**src/rtl/game2048_pkg.sv**
```systemverilog
// Shared 2048-game definitions: move-direction codes, game status codes and the
// direction_input FSM state type.
package game2048_pkg;

  localparam logic [3:0] DIR_NONE  = 4'b0000;
  localparam logic [3:0] DIR_UP    = 4'b0001;
  localparam logic [3:0] DIR_DOWN  = 4'b0010;
  localparam logic [3:0] DIR_LEFT  = 4'b0100;
  localparam logic [3:0] DIR_RIGHT = 4'b1000;

  localparam logic [1:0] GS_NOT_PLAYING = 2'b00;
  localparam logic [1:0] GS_PLAYING     = 2'b01;
  localparam logic [1:0] GS_WIN         = 2'b10;
  localparam logic [1:0] GS_LOSE        = 2'b11;

  typedef enum logic [1:0] {
    DI_RELEASE,
    DI_ARMED,
    DI_SEND,
    DI_WAIT_DONE
  } dir_state_t;

  // Press vector is ordered {right, left, down, up}; the lowest set bit wins.
  function automatic logic [3:0] pick_direction(input logic [3:0] press);
    logic [3:0] dir;
    dir = DIR_NONE;
    if (press[0])      dir = DIR_UP;
    else if (press[1]) dir = DIR_DOWN;
    else if (press[2]) dir = DIR_LEFT;
    else if (press[3]) dir = DIR_RIGHT;
    return dir;
  endfunction

endpackage

```
**src/rtl/direction_input_if.sv**
```systemverilog
// Button/game-status bundle between the board inputs, the game core and
// direction_input. The slave side is the direction_input block itself.
interface direction_input_if;

  logic       btn_up;
  logic       btn_down;
  logic       btn_left;
  logic       btn_right;
  logic [1:0] game_state;
  logic [3:0] direction;
  logic       busy;

  modport master (
    output btn_up,
    output btn_down,
    output btn_left,
    output btn_right,
    output game_state,
    input  direction,
    input  busy
  );

  modport slave (
    input  btn_up,
    input  btn_down,
    input  btn_left,
    input  btn_right,
    input  game_state,
    output direction,
    output busy
  );

endinterface

```
**src/rtl/button_debounce.sv**
```systemverilog
// One push button: 2-FF synchronizer, saturating-counter debouncer and a
// one-cycle rising-edge (press) detector on the debounced level.
module button_debounce #(
  parameter int DEBOUNCE_CYCLES = 500000
) (
  input  logic clk,
  input  logic rst,
  input  logic i_btn,
  output logic o_level,
  output logic o_press,
  output logic o_syncActive
);

  localparam int CW = $clog2(DEBOUNCE_CYCLES + 1);
  localparam logic [CW-1:0] CNT_LAST = CW'(DEBOUNCE_CYCLES - 1);

  logic [1:0]    r_sync;
  logic          r_level;
  logic          r_levelD;
  logic [CW-1:0] r_cnt;
  logic          w_synced;

  assign w_synced = r_sync[1];

  always_ff @(posedge clk) begin
    if (rst) r_sync <= '0;
    else     r_sync <= {r_sync[0], i_btn};
  end

  // The level flips on the DEBOUNCE_CYCLES-th consecutive mismatching cycle;
  // any agreeing cycle restarts the count, so it can never run past CNT_LAST.
  always_ff @(posedge clk) begin
    if (rst) begin
      r_level <= 1'b0;
      r_cnt   <= '0;
    end else if (w_synced == r_level) begin
      r_cnt <= '0;
    end else if (r_cnt >= CNT_LAST) begin
      r_level <= w_synced;
      r_cnt   <= '0;
    end else begin
      r_cnt <= r_cnt + CW'(1);
    end
  end

  always_ff @(posedge clk) begin
    if (rst) r_levelD <= 1'b0;
    else     r_levelD <= r_level;
  end

  assign o_level      = r_level;
  assign o_press      = r_level & ~r_levelD;
  assign o_syncActive = r_sync[0] | r_sync[1];

endmodule

```
**src/rtl/direction_input.sv**
```systemverilog
// Turns four debounced push buttons into a one-hot move command for the 2048
// core, issuing one command per press and only while a game is being played.
module direction_input
  import game2048_pkg::*;
#(
  parameter int DEBOUNCE_CYCLES = 500000,
  parameter int TIMEOUT_CYCLES  = 1024
) (
  input logic              clk,
  input logic              rst,
  direction_input_if.slave bus
);

  localparam int TW = $clog2(TIMEOUT_CYCLES + 1);
  localparam logic [TW-1:0] T_LAST = TW'(TIMEOUT_CYCLES - 1);

  dir_state_t    r_state;
  dir_state_t    w_nextState;
  logic [3:0]    r_direction;
  logic [3:0]    w_nextDir;
  logic          r_busy;
  logic          r_quiet;
  logic [TW-1:0] r_tcnt;

  logic [3:0] w_btnRaw;
  logic [3:0] w_level;
  logic [3:0] w_press;
  logic [3:0] w_syncActive;
  logic       w_allQuiet;
  logic       w_timeout;
  logic       w_playing;

  assign w_btnRaw = {bus.btn_right, bus.btn_left, bus.btn_down, bus.btn_up};

  for (genvar g = 0; g < 4; g++) begin : g_btn
    button_debounce #(
      .DEBOUNCE_CYCLES(DEBOUNCE_CYCLES)
    ) u_debounce (
      .clk          (clk),
      .rst          (rst),
      .i_btn        (w_btnRaw[g]),
      .o_level      (w_level[g]),
      .o_press      (w_press[g]),
      .o_syncActive (w_syncActive[g])
    );
  end

  // Arming also waits for the synchronizers to be empty for two cycles, so a
  // button held through reset cannot slip in before its level rises.
  assign w_allQuiet = ~|w_level & ~|w_syncActive;
  assign w_timeout  = (r_tcnt >= T_LAST);
  assign w_playing  = (bus.game_state == GS_PLAYING);

  always_ff @(posedge clk) begin
    if (rst) r_quiet <= 1'b0;
    else     r_quiet <= w_allQuiet;
  end

  always_ff @(posedge clk) begin
    if (rst || r_state != DI_SEND) r_tcnt <= '0;
    else if (!w_timeout)           r_tcnt <= r_tcnt + TW'(1);
  end

  always_comb begin
    w_nextState = r_state;
    w_nextDir   = r_direction;
    case (r_state)
      DI_RELEASE: begin
        w_nextDir = DIR_NONE;
        if (r_quiet && w_allQuiet) w_nextState = DI_ARMED;
      end
      DI_ARMED: begin
        if (|w_press) begin
          if (w_playing) begin
            w_nextState = DI_SEND;
            w_nextDir   = pick_direction(w_press);
          end else begin
            w_nextState = DI_RELEASE;
          end
        end
      end
      DI_SEND: begin
        if (!w_playing) begin
          w_nextState = DI_WAIT_DONE;
        end else if (w_timeout) begin
          w_nextState = DI_RELEASE;
          w_nextDir   = DIR_NONE;
        end
      end
      DI_WAIT_DONE: begin
        if (bus.game_state != GS_NOT_PLAYING) begin
          w_nextState = DI_RELEASE;
          w_nextDir   = DIR_NONE;
        end
      end
      default: begin
        w_nextState = DI_RELEASE;
        w_nextDir   = DIR_NONE;
      end
    endcase
  end

  always_ff @(posedge clk) begin
    if (rst) begin
      r_state     <= DI_RELEASE;
      r_direction <= DIR_NONE;
      r_busy      <= 1'b1;
    end else begin
      r_state     <= w_nextState;
      r_direction <= w_nextDir;
      r_busy      <= (w_nextState != DI_ARMED);
    end
  end

  assign bus.direction = r_direction;
  assign bus.busy      = r_busy;

endmodule

```
**src/flat_wrapper.sv**
```systemverilog
// flat-port wrapper written by rule: the top's interface ports become plain ports
module direction_input_flat import game2048_pkg::*;
#(
  parameter int DEBOUNCE_CYCLES = 500000,
  parameter int TIMEOUT_CYCLES  = 1024
)
  (clk, rst, bus_btn_up, bus_btn_down, bus_btn_left, bus_btn_right, bus_game_state, bus_direction, bus_busy);
  direction_input_if bus_i ();
  input logic clk;
  input logic rst;
  input wire logic [$bits(bus_i.btn_up)-1:0] bus_btn_up;
  input wire logic [$bits(bus_i.btn_down)-1:0] bus_btn_down;
  input wire logic [$bits(bus_i.btn_left)-1:0] bus_btn_left;
  input wire logic [$bits(bus_i.btn_right)-1:0] bus_btn_right;
  input wire logic [$bits(bus_i.game_state)-1:0] bus_game_state;
  output wire logic [$bits(bus_i.direction)-1:0] bus_direction;
  output wire logic [$bits(bus_i.busy)-1:0] bus_busy;
  assign bus_i.btn_up = bus_btn_up;
  assign bus_i.btn_down = bus_btn_down;
  assign bus_i.btn_left = bus_btn_left;
  assign bus_i.btn_right = bus_btn_right;
  assign bus_i.game_state = bus_game_state;
  assign bus_direction = bus_i.direction;
  assign bus_busy = bus_i.busy;
  direction_input #(.DEBOUNCE_CYCLES(DEBOUNCE_CYCLES), .TIMEOUT_CYCLES(TIMEOUT_CYCLES)) u_core (.clk(clk), .rst(rst), .bus(bus_i));
endmodule
```
**config.mk**
```make
export PLATFORM = sky130hd
export DESIGN_NAME = direction_input_flat
export DESIGN_NICKNAME = d
export VERILOG_FILES = /design/src/rtl/game2048_pkg.sv /design/src/rtl/direction_input_if.sv /design/src/rtl/button_debounce.sv /design/src/rtl/direction_input.sv /design/src/flat_wrapper.sv
export SDC_FILE = /design/constraint.sdc
export NUM_CORES = 1
export LEC_CHECK = 0
export ABC_AREA = 1
export CAP_MARGIN = 20
export CORE_ASPECT_RATIO = 0.8
export CORE_MARGIN = 3
export CORE_UTILIZATION = 56
export DETAILED_ROUTE_END_ITERATION = 8
export PLACE_DENSITY_LB_ADDON = 0.25
export SETUP_SLACK_MARGIN = 0.4
export SYNTH_ARGS = -nofsm -noshare
export SYNTH_HDL_FRONTEND = slang
export SYNTH_SLANG_ARGS = --single-unit
```
**constraint.sdc**
```tcl
create_clock -name clk -period 1.5 [get_ports clk]
set_input_delay 0.225 -clock clk [delete_from_list [all_inputs] [get_ports clk]]
set_output_delay 0.225 -clock clk [all_outputs]
set_load 0.01 [all_outputs]
```
Word level (Yosys, flattened, before mapping):

Index checks and enable logic that the tools add are counted.

* word-level logic and storage cells: 98
* memories: 0
* register bits: 111
* memory bits (writable): 0
* output and inout bits: 5
* memory bits (read-only): 0
* latch bits: 0

* bitwise logic cells: 17
* $mul: 0
* divide/modulo/power cells: 0
* add/sub/neg operators: 5
* reductions and logical operators: 18
* muxes and demuxes: 17
* shifts and indexed selects: 0
* eq/ne operators: 15
* order comparisons: 5

Operators by type and width (count)
* adder 19 x 1 -> 19 bit, second input constant: 4
* greater-or-equal comparator 19 bit, second input constant: 4
* two-way mux 4 bit: 9
* one-hot mux 4 bit (4 select lines): 1
* two-way mux 2 bit: 6
* != test 2 x 1 -> 1 bit, second input constant: 6
* OR reduction 3 bit: 4
* OR reduction 4 bit: 3
* adder 11 x 1 -> 11 bit, second input constant: 1
* greater-or-equal comparator 11 x 10 -> 1 bit, second input constant: 1
* NOT 1 bit: 8
* one-hot mux 2 bit (4 select lines): 1
* AND reduction 2 bit: 4
* bitwise AND 1 bit: 5
* AND reduction 5 bit: 1
* == test 1 bit: 4
* == test 2 x 1 -> 1 bit, second input constant: 2
* == test 2 bit, second input constant: 2
* OR 1 bit: 4
* logical NOT 1 bit: 2
* logical NOT 2 bit: 1
* != test 2 bit, second input constant: 1
* nonzero test 2 bit: 1
* logical AND 1 bit: 1
* logical OR 1 bit: 1

Depth between registers and ports, before layout:

Gate-level depths: netlist of the first run.

* depth after elaboration: 9
* mapped depth: 11

Modules after synthesis:

From an unflattened synthesis of the first run, not the netlist that was laid out.

* cells, all modules: 929
* area, all modules: 6434.9 um^2

By module, submodules not included
* button_debounce: seq. area each 460.4 um^2, instances 4, area an instance 1350.0 um^2, cells an instance 195
* direction_input: seq. area each 380.4 um^2, instances 1, area an instance 1034.7 um^2, cells an instance 149

Least setup slack after synthesis of the first run:

Ideal clock, no wire load.

* kind: register -> register
* start: register u_core.g_btn[3].u_debounce.r_cnt[0]
* end: register u_core.g_btn[3].u_debounce.r_cnt[12]
* buffers on the path: 0
* data arrival time: 1.419 ns
* cell stages (with the launch flop): 8
* setup slack: -0.039 ns
* cell sequence: dfxtp_1 ha_1 nand3_2 nor2_4 nand4_1 nor2_1 xor2_1 nor2_4

* longest elaborated chain between the ends: 2

Ends and longest elaborated chain
* start: declaration: RTL line button_debounce.sv:20 `logic [CW-1:0] r_cnt;`
* start signal: assignment: RTL line button_debounce.sv:42 `r_cnt <= r_cnt + CW'(1);`
* greater-or-equal comparator 19 bit: RTL line button_debounce.sv:38 `end else if (r_cnt >= CNT_LAST) begin`
* OR reduction 3 bit (no source line)

Several ways; a longest one is shown, not always the timed one.
A chain may end at the register's enable or synchronous reset.

Final worst setup path of the first run:

* start: register u_core.g_btn[0].u_debounce.r_cnt[14]
* end: register u_core.g_btn[0].u_debounce.r_level

* longest elaborated chain between the ends: 2

Ends and longest elaborated chain
* start: declaration: RTL line button_debounce.sv:20
* start signal: assignment: RTL line button_debounce.sv:42
* greater-or-equal comparator 19 bit: RTL line button_debounce.sv:38
* AND reduction 2 bit (no source line)
* end signal: assignment: RTL line button_debounce.sv:39 `r_level <= w_synced;`
* end: declaration: RTL line button_debounce.sv:18 `logic r_level;`

No other way between the ends.

==> results of run 1 <==
-- stage by stage --
step / instance area [µm²] / hold WS (ps) / total power [W] / utilization (%)
2_1_floorplan: 6410 / 332 / 0.00310 / -
3_3_place_gp: 6840 / 414 / 0.00315 / 65.5
3_5_place_dp: 6840 / 422 / 0.00315 / 65.5
4_1_cts: 8070 / 420 / 0.00540 / 77.2
5_1_grt: 8930 / 459 / 0.00558 / 85.5
6_report: 8930 / 443 / 0.00545 / 85.5
-- power breakdown --
part | total, W | switching, W | internal (W) | leakage, nW
registers | 0.00291 | 0.0000207 | 0.00289 | 0.950
logic | 0.000226 | 0.000131 | 0.0000948 | 2.36
clock network | 0.00231 | 0.00117 | 0.00114 | 0.129
total | 0.00545 | 0.00133 | 0.00413 | 3.44
-- layout by cell type (no fill, tap or decap), drive strengths merged, types with 2 or more instances in the layout --
cell type,instances
nand2,197
a21oi,15
xnor2,11
nand3b,6
xor2,49
clkdlybuf4s50,7
nand4,27
o21ai,9
ha,5
dfxtp,111
clkinvlp,2
nand3,67
nor3,17
nor2,228
clkinv,4
inv,146
clkbuf,11
buf,106
-- path summary, 6_finish.rpt --
path / startpoint / to / cells past startpoint
hold reg to reg: u_core.g_btn[0].u_debounce.r_sync[0]$_SDFF_PP0_ / u_core.g_btn[0].u_debounce.r_sync[1]$_SDFF_PP0_ / 2
setup reg to reg: u_core.g_btn[0].u_debounce.r_cnt[14]$_SDFF_PP0_ / u_core.g_btn[0].u_debounce.o_level$_SDFFE_PP0P_ / 10
setup / recovery: u_core.g_btn[0].u_debounce.r_cnt[14]$_SDFF_PP0_ / u_core.g_btn[0].u_debounce.o_level$_SDFFE_PP0P_ / 10
hold / removal: bus_btn_left / u_core.g_btn[2].u_debounce.r_sync[0]$_SDFF_PP0_ / 3
-- worst max-delay path, cell delays in order, from the launching register on --
cell and delay, ps:
dfxtp_1 410, nor2_1 80, nand2_1 80, nor2_2 70, buf_4 150, buf_4 130
buf_4 130, a21oi_1 160, nand4_1 130, nand2_1 120, nor2_2 40
-- state kept, by name, summed over array words and instances, names as in the netlist --
register / cells
u_core.g_btn.u_debounce.r_levelD: 4
u_core.g_btn.u_debounce.r_sync: 8
u_core.r_quiet: 1
u_core.r_tcnt: 11
u_core.g_btn.u_debounce.o_level: 4
u_core.r_state: 2
u_core.bus.direction: 4
u_core.g_btn.u_debounce.r_cnt: 76
u_core.bus.busy: 1
-- logic make-up (layout without fill, tap and decap cells) --
group / after synthesis / after routing / share of synthesized area (%)
simple gates: 535 / 544 / 41.2
buf+inv: 155 / 276 / 10.6
flops: 111 / 111 / 36.4
xor+xnor: 60 / 60 / 8.61
compound gates: 25 / 25 / 2.09
fa+ha+maj: 5 / 5 / 1.03
-- what timing repair did --
item	4_1_cts	5_1_grt
endpoints found under the setup margin	102	99
setup buffers	55	14
pin swaps	73	73
gates resized for setup	165	224
hold buffers	0	0
cloned	11	1
-- cell type report --
cell class | instances | area share (%)
Clock buffer | 10 | 2.56
Clock inverter | 6 | 0.519
Inverter | 145 | 6.32
Multi-Input combinational cell | 634 | 50.2
Sequential cell | 111 | 27.2
Tap cell | 140 | 1.96
Timing Repair Buffer | 114 | 11.2
Timing Repair inverter | 1 | 0.0701
-- per-layer routing --
metal	up-vias	wire, µm	part of all wire [%]
li1	3004	-	-
met1	3049	7730	37
met2	418	10200	49
met3	148	1770	8.5
met4	0	1220	5.8
met5	-	0	0
==> impl_metrics.toml, run 1 <==
[yosys]
synthCells = 891
synthesis.nets = 904
synth_top_flop_cell = "dfxtp_1"
synth_area_leaders = "dfxtp_1 (36%), nor2_1 (11%), nand2_1 (11%), inv_1 (8.6%), xor2_1 (7.0%)"
yosys.cell_count.top_type = "nor2_1"
yosysWarnings = 0
yosysSeqAreaShare_pct = 36.4
yosysTopAreaCellShare_pct = 36.4
synthTopCellsByCount = "nor2_1 (185), nand2_1 (179), inv_1 (140), dfxtp_1 (111), nand3_1 (54)"
synth_top_area_cell = "dfxtp_1"
synthDistinctLibCells = 30
synth.cell_area_um2 = 6100
postSynthAreaPerCell_um2 = 6.85
ys_ff_latch = 111
synth-edff-count = 0
async_flop_share_pct = 0

[flow_run]
maxCapViolCount = 0

[cts]
cts.sinks = 111
htree_levels = 3
numCtsBuffers = 9
cts_root_buf = "clkbuf_16"
clk_pin_slew_ps = 80
cts_buffer_depth = 2
clock_latency_ps = 360
cts_tree = "done"

[routing]
vias = 6619
wl_um = 20900
ant_nets = 0
drt_first_pass_iters = 6
drc = 0
drtIter0Drc = 861
wl_per_cell_um = 18.0
viasPerCell = 5.70

[sta]
final.setup.tns_ps = -2810
final.setup_skew_ps = 12.2
fin_crit_sh_pct = 107
slew_violations = 0
setup_viol = 69
tightest_slew_ps = 453
hold_viol_final = 0
relSlewSlack_pct = 69.5
max_freq_mhz = 626
fin_ws_ps = -97.9
rsz0062_at_grt = "true"
period_minus_slack_ps = 1600

[power_and_ir_drop]
p_leak_nw = 3.44
power_density_nw_per_um2 = 611
ir_worst_vdd_v = 0.000602

[global_route]
grt_usage_pct = 26.6
grt_max_degree = 19
grt_use_met2_pct = 44.5
grtUsageMet1_pct = 34.2
grt_pass1_wl_um = 26600
grt_pass1_vias = 5853
grt_use_met3_pct = 5.40
grt.overflow.total = 0
antenna_found_initial = 0
top_usage_layer = "met2"

[floorplan]
die_h_um = 99.4
fp.dieW_um = 123
num_rows = 33
io_pins = 13
core_area_um2 = 10400
initial_core_util_pct = 58.4
die_area_um2 = 12200

[worst_setup_path]
startpoint_type = "flip-flop"
r2r_slack_ps = -100
path_max_fanout = 3
path_class = "reg2reg"
cp-end-kind = "flip-flop"
cp.required_ps = 1760
crit_arrival_ps = 1860

[hold_path]
hp-class = "in2reg"

[layout]
nets = 1029
register_area_um2 = 2420
fin_cells = 1161
multi_input_area_um2 = 4480
antenna_cells = 0
areaGrowthSynthToFinish_pct = 46.3
drive_gt1_share_pct = 48.3
fillers = 520

[place]
port_buffers = 12
place_congestion = 0.874
place_inst = 1064
hpwl_um = 8780
place_ws_ps = -145

[run_status]
violations = "negative setup slack"
outcome = "finished with violations"
Power figures use the tool's default switching activity.
==> inputs of run 2 (changes only) <==
CORE_MARGIN = unset   (was 3)
==> impl_metrics.toml, run 2 (synthesis gave the netlist of run 1 again) <==
[layout]
top_regs = "u_core.g_btn.u_debounce.r_cnt x76, u_core.r_tcnt x11, u_core.g_btn.u_debounce.r_sync x8"
areaGrowthSynthToFinish_pct = 49.0
design_area_um2 = 9090
largest_reg_flops = 76
largest-register = "u_core.g_btn.u_debounce.r_cnt"
nets = 1037
layout_common_cells = "nand2_1 (144), inv_1 (106), nor2_1 (96)"
drive_gt1_share_pct = 49.0
antenna_cells = 0
mostFrequentLayoutCell = "nand2_1"
fin_cells = 1169

[cts]
htree_levels = 3
cts_tree = "done"
cts.sinks = 111
cts_hold_buf = 0
clk_pin_slew_ps = 80
cts_buffer_depth = 2
cts_root_buf = "clkbuf_16"
clock_latency_ps = 360
numCtsBuffers = 9

[power_and_ir_drop]
switchingPower_w = 0.00132
power_density_nw_per_um2 = 598
p_clk_share_pct = 42.2
p_comb_share_pct = 4.3
p_leak_nw = 3.47
ir_worst_vdd_v = 0.000557
power.internal_w = 0.00412
power_w = 0.00544
swShare_pct = 24.3
p_seq_share_pct = 53.5

[worst_setup_path]
startpoint_type = "flip-flop"
reg2reg_from = "u_core.g_btn[2].u_debounce.r_cnt[0]$_SDFF_PP0_"
startpoint = "u_core.g_btn[2].u_debounce.r_cnt[0]$_SDFF_PP0_"
cp.required_ps = 1790
path_max_fanout = 3
r2r_slack_ps = -180
reg2reg_depth = 8
cp-end-kind = "flip-flop"
r2r-end = "u_core.g_btn[2].u_debounce.r_cnt[12]$_SDFF_PP0_"
crit_arrival_ps = 1970
critical_path.endpoint = "u_core.g_btn[2].u_debounce.r_cnt[12]$_SDFF_PP0_"
path_class = "reg2reg"

[sta]
fin_crit_sh_pct = 112
relSlewSlack_pct = 77.0
setup_viol = 56
worst_hold_slack_ps = 416
tightest_slew_ps = 344
hold_viol_final = 0
final.setup_skew_ps = 8.02
period_minus_slack_ps = 1680
rsz0062_at_grt = "true"
fin_ws_ps = -179
max_freq_mhz = 596
slew_violations = 0

[floorplan]
die_h_um = 95.4
num_rows = 33
io_pins = 13
initial_core_util_pct = 58.7
core_area_um2 = 10400
die_area_um2 = 11300
fp.dieW_um = 119

[routing]
drt_first_pass_iters = 6
drc = 0
drtIter0Drc = 636
wl_um = 21800
vias = 6866
viasPerCell = 5.87
wl_per_cell_um = 18.6
ant_nets = 0

[place]
place_congestion = 0.880
port_buffers = 12
place_inst = 1058
hpwl_um = 8530
placed_cell_area_um2 = 6800

[global_route]
antenna_found_initial = 0
top_usage_layer = "met2"
grt.overflow.total = 0
grt_use_met2_pct = 49.6
grt_usage_pct = 28.6
grt_pass1_vias = 5867
grt_use_met3_pct = 5.44
grtUsageMet1_pct = 35.6
grt_max_degree = 19
grt_pass1_wl_um = 26200

[hold_path]
hp-class = "in2reg"
min_path_cells = 3

[run_status]
outcome = "finished with violations"
violations = "negative setup slack"

[flow_run]
maxCapViolCount = 0
[run 2: critical path: stages, from the launching register on]
cell and delay [ps]:
dfxtp_4 390, ha_4 170, nand3_4 100, nor2_4 190, buf_6 130, nand4_1 130
xor2_1 260, inv_1 110, nor2_1 130
[run 2: layout make-up]
type	count	area, µm²
repair inverters	1	8.76
repair buffers	122	1100
clock buffers	9	225
flip-flops and latches	111	2430
multi-input cells	634	4530
fillers	463	1310
well taps	140	175
clock inverters	7	50.0
inverters	145	564
[run 2: metal layers]
layer / share of wire (%) / wire [µm]
met5: 0 / 0
met1: 36 / 7920
met3: 8.8 / 1910
met2: 47 / 10300
met4: 7.5 / 1630
[run 2: worst min path at each step]
stage	endpoint	slack (ps)	start
final	u_core.g_btn[0].u_debounce.r_sync[0]$_SDFF_PP0_	420	bus_btn_up
after global routing	u_core.g_btn[0].u_debounce.r_sync[0]$_SDFF_PP0_	410	bus_btn_up
after CTS	u_core.g_btn[0].u_debounce.r_sync[0]$_SDFF_PP0_	420	bus_btn_up
after detailed placement	u_core.g_btn[0].u_debounce.r_sync[1]$_SDFF_PP0_	410	u_core.g_btn[0].u_debounce.r_sync[0]$_SDFF_PP0_
after global placement	u_core.g_btn[0].u_debounce.r_sync[1]$_SDFF_PP0_	410	u_core.g_btn[0].u_debounce.r_sync[0]$_SDFF_PP0_
after floorplan	u_core.g_btn[0].u_debounce.r_sync[0]$_SDFF_PP0_	330	bus_btn_up
[run 2: repair_timing]
action / in CTS / in global routing
endpoints found under the setup margin: 103 / 100
pin swaps: 75 / 83
hold endpoints to repair: 0 / 0
gates cloned: 11 / 1
resized for setup: 181 / 221
buffers inserted: 57 / 26
[run 2: stage by stage]
step / utilization, % / setup slack (ps) / setup TNS (ps)
5_1_grt: 87.4 / -508 / -6800
6_report: 87.4 / -179 / -2140
3_3_place_gp: 65.3 / -71.8 / -1830
3_5_place_dp: 65.3 / -96.4 / -3180
4_1_cts: 78.5 / 114 / 0
2_1_floorplan: - / 126 / 0
[run 2: power by group through the flow]
| stage | registers [W] | clock network, W | logic, W |
|---|---|---|---|
| CTS | 0.00294 | 0.00229 | 0.000172 |
| detailed placement | 0.00303 | 0 | 0.000124 |
| finish | 0.00291 | 0.00230 | 0.000232 |
| floorplan | 0.00303 | 0 | 0.0000722 |
| global route | 0.00291 | 0.00242 | 0.000242 |
| global placement | 0.00303 | 0 | 0.000121 |
==> inputs of run 3 (changes only) <==
ABC_CLOCK_PERIOD_IN_PS = 1500   (was unset)
==> results of run 3 <==
Same layout as run 2: the final DEF is identical, and so are final timing and power.
